--- config.mk ---
export PLATFORM = sky130hd
export DESIGN_NAME = hazard_scoreboard
export DESIGN_NICKNAME = d
export VERILOG_FILES = /design/src/rtl/hazard_pkg.sv /design/src/rtl/hazard_scoreboard_reg_match.sv /design/src/rtl/hazard_scoreboard.sv
export SDC_FILE = /design/constraint.sdc
export NUM_CORES = 1
export LEC_CHECK = 0
export CAP_MARGIN = 20
export CORE_MARGIN = 10
export CORE_UTILIZATION = 30
export DETAILED_ROUTE_END_ITERATION = 7
export PLACE_DENSITY = 0.5
export SETUP_SLACK_MARGIN = 0.4
export SYNTH_ARGS = -nofsm -noshare
export SYNTH_HDL_FRONTEND = slang
export SYNTH_HIERARCHICAL = 1
export SYNTH_SLANG_ARGS = --single-unit
--- constraint.sdc ---
create_clock -name clk -period 2.3 [get_ports clk]
set_input_delay 0.575 -clock clk [delete_from_list [all_inputs] [get_ports clk]]
set_output_delay 0.575 -clock clk [all_outputs]
set_load 0.01 [all_outputs]
--- src/rtl/hazard_pkg.sv ---
// hazard_pkg: shared register width, forwarding-select encoding and pipeline stage shadow type
package hazard_pkg;
  localparam int REG_W = 5;
  typedef enum logic [1:0] {FWD_RF = 2'b00, FWD_MEM = 2'b01, FWD_WB = 2'b10} fwd_sel_e;
  typedef struct packed {
    logic [REG_W-1:0] dst;
    logic             wr;
    logic             load;
  } stage_t;
  localparam stage_t BUBBLE = '0;
endpackage

--- src/rtl/hazard_scoreboard_reg_match.sv ---
// reg_match: register-number equality gated by the writer's enable; $0 never matches
module reg_match
  import hazard_pkg::*;
#(
  parameter int W = REG_W
) (
  input  logic [W-1:0] i_a,
  input  logic [W-1:0] i_b,
  input  logic         i_wr,
  output logic         o_match
);
  assign o_match = i_wr && (i_a == i_b) && (i_a != '0);
endmodule

--- src/rtl/hazard_scoreboard.sv ---
// hazard_scoreboard: shadows EX/MEM/WB register usage, stalls IF/ID on load-use and HI/LO-busy
// hazards, and drives the EX operand-forwarding selects.
module hazard_scoreboard
  import hazard_pkg::*;
#(
  parameter int MULDIV_LAT = 32
) (
  input  logic             clk,
  input  logic             rst_n,
  input  logic             id_valid,
  input  logic [REG_W-1:0] id_rs,
  input  logic [REG_W-1:0] id_rt,
  input  logic             id_use_rs,
  input  logic             id_use_rt,
  input  logic [REG_W-1:0] id_dst,
  input  logic             id_wr,
  input  logic             id_load,
  input  logic             id_muldiv,
  input  logic             id_hilo_rd,
  input  logic             flush,
  output logic             stall,
  output logic [1:0]       fwd_a,
  output logic [1:0]       fwd_b,
  output logic             muldiv_busy
);
  localparam int CW = $clog2(MULDIV_LAT + 1);
  stage_t           r_ex, r_mem, r_wb;
  logic [REG_W-1:0] r_ex_rs, r_ex_rt;
  logic             r_ex_use_rs, r_ex_use_rt;
  logic [CW-1:0]    r_busy_cnt;
  logic             w_lu_rs, w_lu_rt, w_a_mem, w_a_wb, w_b_mem, w_b_wb;
  logic             w_lu, w_hz, w_adv;
  reg_match u_lu_rs (.i_a(id_rs),   .i_b(r_ex.dst),  .i_wr(r_ex.wr),  .o_match(w_lu_rs));
  reg_match u_lu_rt (.i_a(id_rt),   .i_b(r_ex.dst),  .i_wr(r_ex.wr),  .o_match(w_lu_rt));
  reg_match u_a_mem (.i_a(r_ex_rs), .i_b(r_mem.dst), .i_wr(r_mem.wr), .o_match(w_a_mem));
  reg_match u_a_wb  (.i_a(r_ex_rs), .i_b(r_wb.dst),  .i_wr(r_wb.wr),  .o_match(w_a_wb));
  reg_match u_b_mem (.i_a(r_ex_rt), .i_b(r_mem.dst), .i_wr(r_mem.wr), .o_match(w_b_mem));
  reg_match u_b_wb  (.i_a(r_ex_rt), .i_b(r_wb.dst),  .i_wr(r_wb.wr),  .o_match(w_b_wb));
  assign muldiv_busy = r_busy_cnt != '0;
  assign w_lu  = id_valid && r_ex.load && r_ex.wr &&
                 ((id_use_rs && w_lu_rs) || (id_use_rt && w_lu_rt));
  assign w_hz  = id_valid && id_hilo_rd && muldiv_busy;
  assign stall = (w_lu || w_hz) && !flush;
  assign w_adv = id_valid && !stall && !flush;
  // A load sitting in MEM has no result yet; the load-use stall pushes it to WB first
  assign fwd_a = (r_ex_use_rs && w_a_mem && !r_mem.load) ? FWD_MEM :
                 (r_ex_use_rs && w_a_wb) ? FWD_WB : FWD_RF;
  assign fwd_b = (r_ex_use_rt && w_b_mem && !r_mem.load) ? FWD_MEM :
                 (r_ex_use_rt && w_b_wb) ? FWD_WB : FWD_RF;
  always_ff @(posedge clk or negedge rst_n) begin
    if (!rst_n) begin
      r_ex        <= BUBBLE;
      r_mem       <= BUBBLE;
      r_wb        <= BUBBLE;
      r_ex_rs     <= '0;
      r_ex_rt     <= '0;
      r_ex_use_rs <= 1'b0;
      r_ex_use_rt <= 1'b0;
      r_busy_cnt  <= '0;
    end else begin
      r_wb        <= r_mem;
      r_mem       <= r_ex;
      r_ex        <= w_adv ? stage_t'{dst: id_dst, wr: id_wr, load: id_load} : BUBBLE;
      r_ex_rs     <= w_adv ? id_rs : '0;
      r_ex_rt     <= w_adv ? id_rt : '0;
      r_ex_use_rs <= w_adv && id_use_rs;
      r_ex_use_rt <= w_adv && id_use_rt;
      r_busy_cnt  <= (w_adv && id_muldiv) ? CW'(MULDIV_LAT) : r_busy_cnt - CW'(muldiv_busy);
    end
  end
endmodule
==> summary.txt <==
Logic synthesis
  – Post-synthesis sequential area ratio: 0.499
  – Share of Yosys cell area claimed by the top area cell type: 0.499
  – Mapped Area: 1910 um2
  – Count of state elements after synthesis: 38
  – Netlist cell types: 29
  – Synth async-reset ratio: 1.00
  – Top cell type by total area after synthesis: dfrtp_1
  – Gate count of the mapped netlist: 178
  – Commonest cells post-synth: dfrtp_1, nand2_1, nor3_2
  – Number of flops mapped to enable cells by yosys: 0
  – Leading cell types by total area after synthesis: dfrtp_1, nor3_2, xor2_1, nand2_1, xnor2_1
  – Number of warning messages in the yosys log: 6
  – Mean post-synth cell area: 10.7 um2
  – Nets in the synthesized netlist: between 200 and 250
  – Most frequent cell after synthesis: dfrtp_1
  – Ys flop type: dfrtp_1

Pwr
  – Final total power: 1.88 mW
  – Leakage power summed over all cells: 1.32 nW
  – Largest vdd supply drop: 0.469 mV
  – Pwr/cell area: 679 nW/um2

Placement
  – Placer's final routability congestion estimate: 0.760
  – Buffers added on ports: 30
  – Placed Instance Area: 2500 um2
  – Placed Cells: 304
  – Final HPWL from detailed placement: around 3600 um
  – Post-placement setup slack: -0.824 ns

Clocking
  – Worst-Skew Late Latency: 0.29 ns
  – Level count of the clock H-tree: 2
  – Clock-pin transition on the worst setup and hold timing paths: about 0.070 ns
  – Number of clock sinks seen by CTS: 38
  – Maximum buffer depth of the clock tree: 2
  – Total CTS buffers: 5
  – TritonCTS clock tree: built
  – Cell at the root of the clock tree: clkbuf_8
  – Quantity of hold-fixing buffers added after cts: 0

Route
  – Drt drc: 0
  – Sum of routed wire length over all layers: 4820 um
  – Initial drt markers: 58
  – Via-to-Cell Ratio: 4.64
  – Average detailed-routed wire length per instance: 15.0 um
  – Via count: roughly 1500
  – Residual antenna-violating net count after detailed routing: 0
  – DRT Pass-1 Iters: 4

STA
  – Fin crit share: 1.09
  – Shortest period the worst path allows: 2.52 ns
  – Skew final: 0.00758 ns
  – Hold Worst Slack: 0.271 ns
  – Final Hold Violating Endpoints: 0
  – Normalized max-slew margin: 0.630
  – Setup-violating endpoint count in the final report: 1
  – RSZ-0062 raised after global routing: yes
  – Transition time at the pin with the least slew margin: between 0.5 and 0.6 ns
  – Worst setup margin: -0.215 ns
  – Pins Over Slew Limit: 0
  – Achievable frequency: 398 MHz

Outcome
  – Status: complete, but fails checks
  – Failing checks: negative setup slack

Setup path
  – Kind of start point of the critical path: flop
  – Arrival time of the worst setup path: roughly 1.9 ns
  – Top fanout value on the critical path: 3
  – Crit path required time: ~1.7 ns
  – RR Startpoint: r_busy_cnt[3]$_DFF_PN0_
  – Worst setup EP type: output pin
  – Origin of the worst setup path: r_ex[2]$_DFF_PN0_
  – Start-to-end type of the worst setup path: reg -> out

Global route
  – Number of global-route vias before repair: 1732
  – Antenna violations before repair: 0
  – Overall routing resource usage: 0.106
  – GRT Residual Overflow: 0
  – Pin count of the biggest net entering global routing: 26
  – First-pass GRT wire length: 8390 um

Run
  – Count of maximum capacitance violations: 0

Die
  – Effective utilization at floorplan: 0.315
  – Die Area: 9950 um2
  – Number of ports placed on the die boundary: 31
  – Vertical die dimension: roughly 100 um
  – Std-Cell Rows: 28
  – Area of the placeable core: 6060 um2
  – Floorplan die width: 99.7 um

Layout
  – Layout cells sized above 1: 0.402
  – Final std cell area, no fill: 2760 um2
  – Layout Nets: 273
  – Relative area change from synthesis to final layout: 44.9%
  – Antenna diodes: 0
  – Post-Layout Cell Count: 321

Hold path
  – Class of the most critical hold timing path: in -> async
==> sequential cells by signal, summed over array words and instances (netlist names) <==
signal and count:
r_ex 7, r_mem 7, r_busy_cnt 6, r_wb 6, r_ex_rs 5, r_ex_rt 5
r_ex_use_rs 1, r_ex_use_rt 1
==> routing by layer <==
layer	vias to the layer above	GRT usage	routed length [um]
met5	-	0	0
met2	25	0.181	2520
met1	709	0.115	2030
met4	0	0.0573	127
li1	747	-	-
met3	10	0.0325	153
==> per-stage QoR <==
step                TNS [ns]   util
floorplan                  0      -
global placement       -3.95  0.412
detailed placement     -4.43  0.412
CTS                   -0.220  0.450
global route          -0.471  0.456
finish                -0.215  0.456
==> worst max-delay path, stage by stage, from the launching register on <==
cell and delay, ns:
dfrtp_1 0.41, nor4_2 0.31, buf_4 0.16, o21ai_2 0.05, and4_1 0.16, a22oi_2 0.22
nor2_2 0.06, o21a_1 0.16, buf_2 0.13
==> cell usage in the layout (no fill, tap or decap), drive strengths merged, types with 3 or more instances in the layout <==
cell | netlist | final
buf | 4 | 45
dfrtp | 38 | 38
nand2 | 28 | 28
nor3 | 25 | 25
xor2 | 18 | 18
clkdlybuf4s50 | 0 | 14
xnor2 | 9 | 9
dlygate4sd2 | 0 | 8
or2 | 8 | 8
a21oi | 7 | 7
o21ai | 7 | 7
and4 | 6 | 6
nor4 | 6 | 6
clkbuf | 2 | 5
inv | 3 | 3
==> worst paths after layout <==
path | to | slack, ns | depth (start not counted)
worst max-delay path | stall | -0.22 | 8
max in group asynchronous | r_ex_rt[1]$_DFF_PN0_ | 1.49 | 2
worst min-delay path | r_ex[3]$_DFF_PN0_ | 0.27 | 1
worst min register to register | r_mem[0]$_DFF_PN0_ | 0.39 | 0
worst max register to register | r_busy_cnt[4]$_DFF_PN0_ | 0.11 | 9
min in group clk | r_mem[0]$_DFF_PN0_ | 0.39 | 0
==> logic make-up (layout without fill, tap and decap cells) <==
| kind of cell | Yosys count | after routing | share of synthesized area |
|---|---|---|---|
| AO/OA/AOI/OAI | 20 | 20 | 0.0643 |
| flip-flops | 38 | 38 | 0.499 |
| buffers and inverters | 9 | 77 | 0.0256 |
| adder cells (fa/ha/maj) | 2 | 2 | 0.0131 |
| AND/OR/NAND/NOR | 82 | 82 | 0.274 |
| XOR/XNOR | 27 | 27 | 0.124 |
==> area by class of cell <==
cell class | count | area [um2]
Clock buffer | 5 | 68.8
Tap cell | 75 | 93.8
Sequential cell | 38 | 955
Timing Repair Buffer | 67 | 561
Multi-Input combinational cell | 131 | 1060
Inverter | 3 | 11.3
Clock inverter | 2 | 10.0
Fill cell | 610 | 3300
==> timing repair <==
| item | 4_1_cts | 5_1_grt |
|---|---|---|
| buffers inserted | 9 | 1 |
| endpoints found under the setup margin | 31 | 31 |
| pin swaps | 25 | 9 |
| gates resized for setup | 65 | 6 |
| gates cloned | 0 | 0 |
==> power breakdown <==
part	internal [mW]	switching, mW
sequential	0.741	0.0481
clock	0.203	0.220
combinational	0.379	0.287
No activity file was read; power rests on OpenSTA's default activity.
